==> config.mk <==
export PLATFORM = sky130hd
export DESIGN_NAME = banco_registros_rtc
export DESIGN_NICKNAME = d
export VERILOG_FILES = /design/src/rtl/banco_registros_rtc.sv
export SDC_FILE = /design/constraint.sdc
export NUM_CORES = 1
export LEC_CHECK = 0
export CORE_UTILIZATION = 42
export DETAILED_ROUTE_END_ITERATION = 7
export HOLD_SLACK_MARGIN = 0.08
export PLACE_DENSITY = 0.77
export RECOVER_POWER = 50
export SLEW_MARGIN = 20
export SYNTH_ARGS = -nofsm -noshare
export SYNTH_HDL_FRONTEND = slang
export SYNTH_SLANG_ARGS = --single-unit
==> constraint.sdc <==
create_clock -name clk -period 2.5 [get_ports clk]
set_input_delay 0.25 -clock clk [delete_from_list [all_inputs] [get_ports clk]]
set_output_delay 0.25 -clock clk [all_outputs]
set_load 0.03 [all_outputs]
==> src/rtl/banco_registros_rtc.sv <==
// RTC register bank for the VGA text path: addressed PicoBlaze writes, per-channel
// hold/count tracking, BCD 12/24-hour translation and the timer alarm FSM with blink.
module banco_registros_rtc #(
  parameter int N_CANALES = 9,
  parameter int ANCHO     = 8,
  parameter int IDX_HORA  = 2,
  parameter int IDX_TSEG  = 6,
  parameter int IDX_TMIN  = 7,
  parameter int IDX_THORA = 8,
  parameter int BLINK_DIV = 25_000_000,
  parameter int AW        = $clog2(N_CANALES + 1)
) (
  input  logic                       clk,
  input  logic                       reset,
  input  logic                       formato_hora,
  input  logic                       wr_en,
  input  logic [AW-1:0]              wr_addr,
  input  logic [ANCHO-1:0]           data_in,
  input  logic [N_CANALES-1:0]       hold,
  input  logic [N_CANALES*ANCHO-1:0] count_in,
  input  logic                       timer_config,
  input  logic                       alarma_off,
  output logic [N_CANALES*ANCHO-1:0] out_dato,
  output logic [1:0]                 out_banderas,
  output logic                       am_pm,
  output logic                       mostrar_count,
  output logic                       alarma,
  output logic                       blink
);

  localparam int CW = (BLINK_DIV > 1) ? $clog2(BLINK_DIV) : 1;
  localparam logic [CW-1:0] CNT_MAX = CW'(BLINK_DIV - 1);

  typedef enum logic [1:0] {ESPERA, CONF, RUN, ALARMA} estado_t;

  logic [ANCHO-1:0] canal_q [N_CANALES];
  logic [ANCHO-1:0] canal_d [N_CANALES];
  logic [1:0]       banderas_q, banderas_d;
  estado_t          estado_q, estado_d;
  logic [CW-1:0]    cnt_q, cnt_d;
  logic             blink_q, blink_d;

  logic             t_cero;
  logic [7:0]       hora, hora_out;
  logic [6:0]       hora_dec, pm_dec;
  logic             hora_valida;

  // Channel and flag next-state: write beats hold, hold beats counter tracking.
  always_comb begin
    for (int i = 0; i < N_CANALES; i++) begin
      if (wr_en && wr_addr == AW'(i))  canal_d[i] = data_in;
      else if (hold[i])                canal_d[i] = canal_q[i];
      else                             canal_d[i] = count_in[i*ANCHO +: ANCHO];
    end
    banderas_d = banderas_q;
    if (wr_en && wr_addr == AW'(N_CANALES)) banderas_d = data_in[1:0];
  end

  assign t_cero = (canal_q[IDX_THORA] == '0) && (canal_q[IDX_TMIN] == '0) &&
                  (canal_q[IDX_TSEG] == '0);

  // NOTE: every always_comb output gets a default first so no path leaves it unassigned (no latch).
  always_comb begin
    estado_d = estado_q;
    unique case (estado_q)
      ESPERA: if (timer_config) estado_d = CONF;
      CONF:   if (!timer_config) estado_d = t_cero ? ESPERA : RUN;
      RUN: begin
        if (timer_config) estado_d = CONF;
        else if (t_cero)  estado_d = ALARMA;
      end
      ALARMA: if (alarma_off) estado_d = ESPERA;
      default: estado_d = ESPERA;
    endcase

    cnt_d   = '0;
    blink_d = 1'b0;
    if (estado_q == ALARMA && estado_d == ALARMA) begin
      if (cnt_q == CNT_MAX) begin
        cnt_d   = '0;
        blink_d = ~blink_q;
      end else begin
        cnt_d   = cnt_q + CW'(1);
        blink_d = blink_q;
      end
    end
  end

  // NOTE: the channel array is a bank of flops, not a RAM, so it is cleared on reset like any state.
  always_ff @(posedge clk or negedge reset) begin
    if (!reset) begin
      for (int i = 0; i < N_CANALES; i++) canal_q[i] <= '0;
      banderas_q <= '0;
      estado_q   <= ESPERA;
      cnt_q      <= '0;
      blink_q    <= 1'b0;
    end else begin
      for (int i = 0; i < N_CANALES; i++) canal_q[i] <= canal_d[i];
      banderas_q <= banderas_d;
      estado_q   <= estado_d;
      cnt_q      <= cnt_d;
      blink_q    <= blink_d;
    end
  end

  // 12-hour translation works in decimal so 13..23 map back to correct BCD 1..11.
  assign hora        = canal_q[IDX_HORA][7:0];
  assign hora_valida = (hora[7:4] <= 4'd9) && (hora[3:0] <= 4'd9) && (hora <= 8'h23);
  assign hora_dec    = 7'(hora[7:4]) * 7'd10 + 7'(hora[3:0]);
  assign pm_dec      = hora_dec - 7'd12;

  always_comb begin
    hora_out = hora;
    am_pm    = 1'b0;
    if (formato_hora) begin
      if (!hora_valida) begin
        hora_out = 8'h00;
      end else if (hora == 8'h00) begin
        hora_out = 8'h12;
      end else if (hora <= 8'h11) begin
        hora_out = hora;
      end else if (hora == 8'h12) begin
        hora_out = 8'h12;
        am_pm    = 1'b1;
      end else begin
        hora_out = (pm_dec >= 7'd10) ? {4'd1, 4'(pm_dec - 7'd10)} : {4'd0, pm_dec[3:0]};
        am_pm    = 1'b1;
      end
    end
  end

  always_comb begin
    for (int i = 0; i < N_CANALES; i++) begin
      out_dato[i*ANCHO +: ANCHO] = (i == IDX_HORA) ? ANCHO'(hora_out) : canal_q[i];
    end
  end

  assign out_banderas  = banderas_q;
  assign mostrar_count = (estado_q != RUN);
  assign alarma        = (estado_q == ALARMA);
  assign blink         = blink_q;

endmodule
==> impl_metrics.csv <==
group,metric,value,unit
synth,avgSynthCellArea,9.48,µm²
power_and_ir_drop,peakVddDrop,0.310,mV
global_routing,grt-ovfl-total,0,
timing,hold_violations,0,
detailed_routing,drtAntennaViolNets,0,
timing,setup_tns,-2850,ps
final_layout,syn_to_final_growth,41.8,%
synth,synth-seq-cells,102,
clock_network,clk_path_buf_depth,2,
global_routing,grt_start_max_net_pins,48,
global_routing,track_usage,0.248,
final_layout,fillers,1117,
floorplanning,io_pins,177,
critical_path,worstRegToRegCells,7,
synth,synth_fp_nets,694,
critical_path,timing.rr.start,"cnt_q[0]",
final_layout,final_cell_mix,"clkdlybuf4s50_1 (167), dfrtp_1 (102), nor2_1 (80)",
timing,post-route-period-util,1.29,
detailed_routing,drt_iter0_drc,340,
synth,yosysWarningCount,0,
final_layout,fin_area,0.00782,mm²
timing,rsz0062_at_grt,"true",
clock_network,clk_latency,340,ps
final_layout,drive_above_1_share,0.0759,
place,portBuffers,176,
timing,fin_skew,5.82,ps
timing,relSlewSlack,-0.136,
critical_path,slowest_delay,420,ps
detailed_routing,drt_first_pass_iters,5,
timing,setup_viol,4,
outcome,violations,"capacitance limit, slew limit, setup timing",
place,place_congestion,0.901,
critical_path,crit_chain,"buf_4 > inv_1 > ha_1 > inv_1 > ha_1 > fa_1 > a21o_1 > a21oi_1 > xnor2_1 > buf_4 > o211ai_1 > o211ai_1 > buf_4",
critical_path,startpoint_type,"register",
critical_path,path_max_fanout,5,
place,dpl_cell_area,0.00752,mm²
power_and_ir_drop,p_leak,3.32,nW
outcome,status,"finished, violations left",
critical_path,r2r_slack,500,ps
timing,fin_ws,-736,ps
worst_hold_path,hp-start,"cnt_q[0]",
clock_network,path_clk_slew,70,ps
critical_path,required,2250,ps
worst_hold_path,min_to,"cnt_q[0]",
clock_network,cts_tree,"built",
timing,fin_hold_ws,493,ps
synth,syn_inst,581,
floorplanning,core_area,0.0127,mm²
clock_network,cts_buffers,9,
final_layout,multi_input_area,0.00275,mm²
place,hpwl,12000,µm
detailed_routing,drt-vias-per-instance,5.30,
timing,fmax,309,MHz
floorplanning,die-area,0.0136,mm²
floorplanning,die_h,117,µm
place,dpl_worst_slack,-465,ps
global_routing,antenna_found_initial,1,
worst_hold_path,hp-class,"register to register",
critical_path,cp_common_cell,"buf_4",
job,drv_cap,1,
global_routing,grt_pass1_vias,4986,
clock_network,htree_levels,3,
critical_path,critPathArrivalTime,2990,ps
global_routing,grt_pass1_wl,25500,µm
detailed_routing,drc,0,
critical_path,critPathCaptureType,"primary output",
timing,slew_violations,32,
detailed_routing,dr_total_vias,4966,
timing,tightestPinTransition,1700,ps
synth,ys_seq_area_frac,0.463,
critical_path,timing.rr.end,"cnt_q[12]",
final_layout,final_common_cell,"clkdlybuf4s50_1",
floorplanning,die_w,117,µm
floorplanning,row_count,41,
clock_network,cts_sinks,102,
worst_hold_path,whs_path_depth,1,
critical_path,slowest_stage,"fa_1",
clock_network,cts_root_buf,"clkbuf_16",
floorplanning,initial_core_util,0.433,
detailed_routing,routed_wirelength,16100,µm
synth,synth_area,0.00551,mm²
detailed_routing,post_drt_wl_per_cell,17.2,µm
final_layout,ff_latch_area,0.00255,mm²
critical_path,path_class,"register to primary output",
synth,yosysUniqueCellTypes,46,
power_and_ir_drop,cellPowerDensity,635,mW/mm²
final_layout,num-nets-final,872,
timing,min_period,3240,ps
cell families (layout without fill, tap and decap cells):
logic type / after synthesis / count (layout) / share of synthesized area
AO/OA/AOI/OAI: 105 / 105 / 0.104
XOR/XNOR: 28 / 28 / 0.0445
adder cells (fa/ha/maj): 15 / 15 / 0.0363
buffers and inverters: 57 / 240 / 0.0447
flip-flops: 102 / 102 / 0.463
multiplexers: 75 / 75 / 0.137
other: 0 / 1 / 0
AND/OR/NAND/NOR: 199 / 199 / 0.171
stage by stage:
stage | std cells | util | power [mW]
after floorplan | 581 | - | 2.82
after global placement | 918 | 0.591 | 3.55
after detailed placement | 918 | 0.591 | 3.59
after CTS | 936 | 0.614 | 4.94
after global routing | 937 | 0.614 | 5.19
final | 937 | 0.614 | 4.96
worst max-delay path by stage:
stage | startpoint | endpoint | slack, ps | cells after the start
floorplan | hora[7] | out_dato[17] | -520 | 10
global placement | hora[5] | out_dato[19] | -370 | 11
detailed placement | hora[5] | out_dato[17] | -470 | 11
CTS | hora[5] | out_dato[19] | -750 | 11
global route | hora[5] | out_dato[17] | -850 | 12
finish | hora[5] | out_dato[17] | -740 | 13
Yosys cell counts, drive strengths merged:
cell type / instances / area (µm²)
buf: 14 / 85.1
nor4: 11 / 75.1
a211o: 1 / 8.76
nor2b: 1 / 6.26
o211ai: 6 / 45.0
clkbuf: 23 / 86.3
mux2i: 73 / 731
and2: 2 / 12.5
or2: 1 / 6.26
a21o: 2 / 15.0
o21bai: 1 / 7.51
inv: 20 / 75.1
nor4b: 1 / 8.76
mux2: 2 / 22.5
nor2: 80 / 300
a32oi: 1 / 8.76
nand3b: 2 / 15.0
o31ai: 2 / 15.0
a21oi: 46 / 230
or4: 1 / 11.3
a31oi: 2 / 12.5
xor2: 18 / 158
nand4: 11 / 75.1
nor3b: 3 / 22.5
nand2b: 3 / 18.8
ha: 12 / 150
and3: 6 / 37.5
nor4bb: 1 / 10.0
fa: 2 / 40.0
maj3: 1 / 10.0
o21ai: 41 / 205
nand4b: 2 / 17.5
xnor2: 10 / 87.6
a21boi: 2 / 15.0
dfrtp: 102 / 2550
nand2: 49 / 184
nor3: 7 / 45.0
nand3: 14 / 70.1
a2111oi: 1 / 8.76
or3: 4 / 25.0
timing repair:
item	in CTS	in global routing
pin swaps	3	4
endpoints found under the setup margin	6	4
endpoints found under the hold margin	29	0
hold buffers	1	0
setup buffers	1	0
resized for setup	3	8
worst max-delay path: cells and delay by family (launching register included):
kind	cells	cell delay [ps]
xor+xnor	1	180
flops	1	360
buf+inv	5	630
compound gates	4	580
fa+ha+maj	3	920
cell type report:
| type | count | area share |
|---|---|---|
| Sequential cell | 102 | 0.327 |
| Clock inverter | 5 | 0.00416 |
| Timing Repair Buffer | 204 | 0.249 |
| Clock buffer | 11 | 0.0311 |
| Antenna cell | 1 | 0.000320 |
| Inverter | 20 | 0.00961 |
| Multi-Input combinational cell | 422 | 0.351 |
| Tap cell | 172 | 0.0275 |
routing by layer:
| metal | routed length, µm | global-route usage |
|---|---|---|
| met1 | 6700 | 0.315 |
| met2 | 8000 | 0.424 |
| met3 | 1060 | 0.0431 |
| met4 | 340 | 0.0903 |
| met5 | 0 | 0 |
power breakdown:
group	internal, mW	leakage [nW]	switching [mW]	total, mW
Combinational	0.806	1.93	0.906	1.71
Sequential	1.80	1.25	0.119	1.92
Clock	0.706	0.140	0.620	1.33
Total	3.32	3.32	1.65	4.96
state kept, by name (all words and copies together), names as in the netlist:
signal and flops:
blink 1, cnt_q 25, estado_q 2, hora 8
out_banderas 2, out_dato 64
Power figures use the tool's default switching activity.
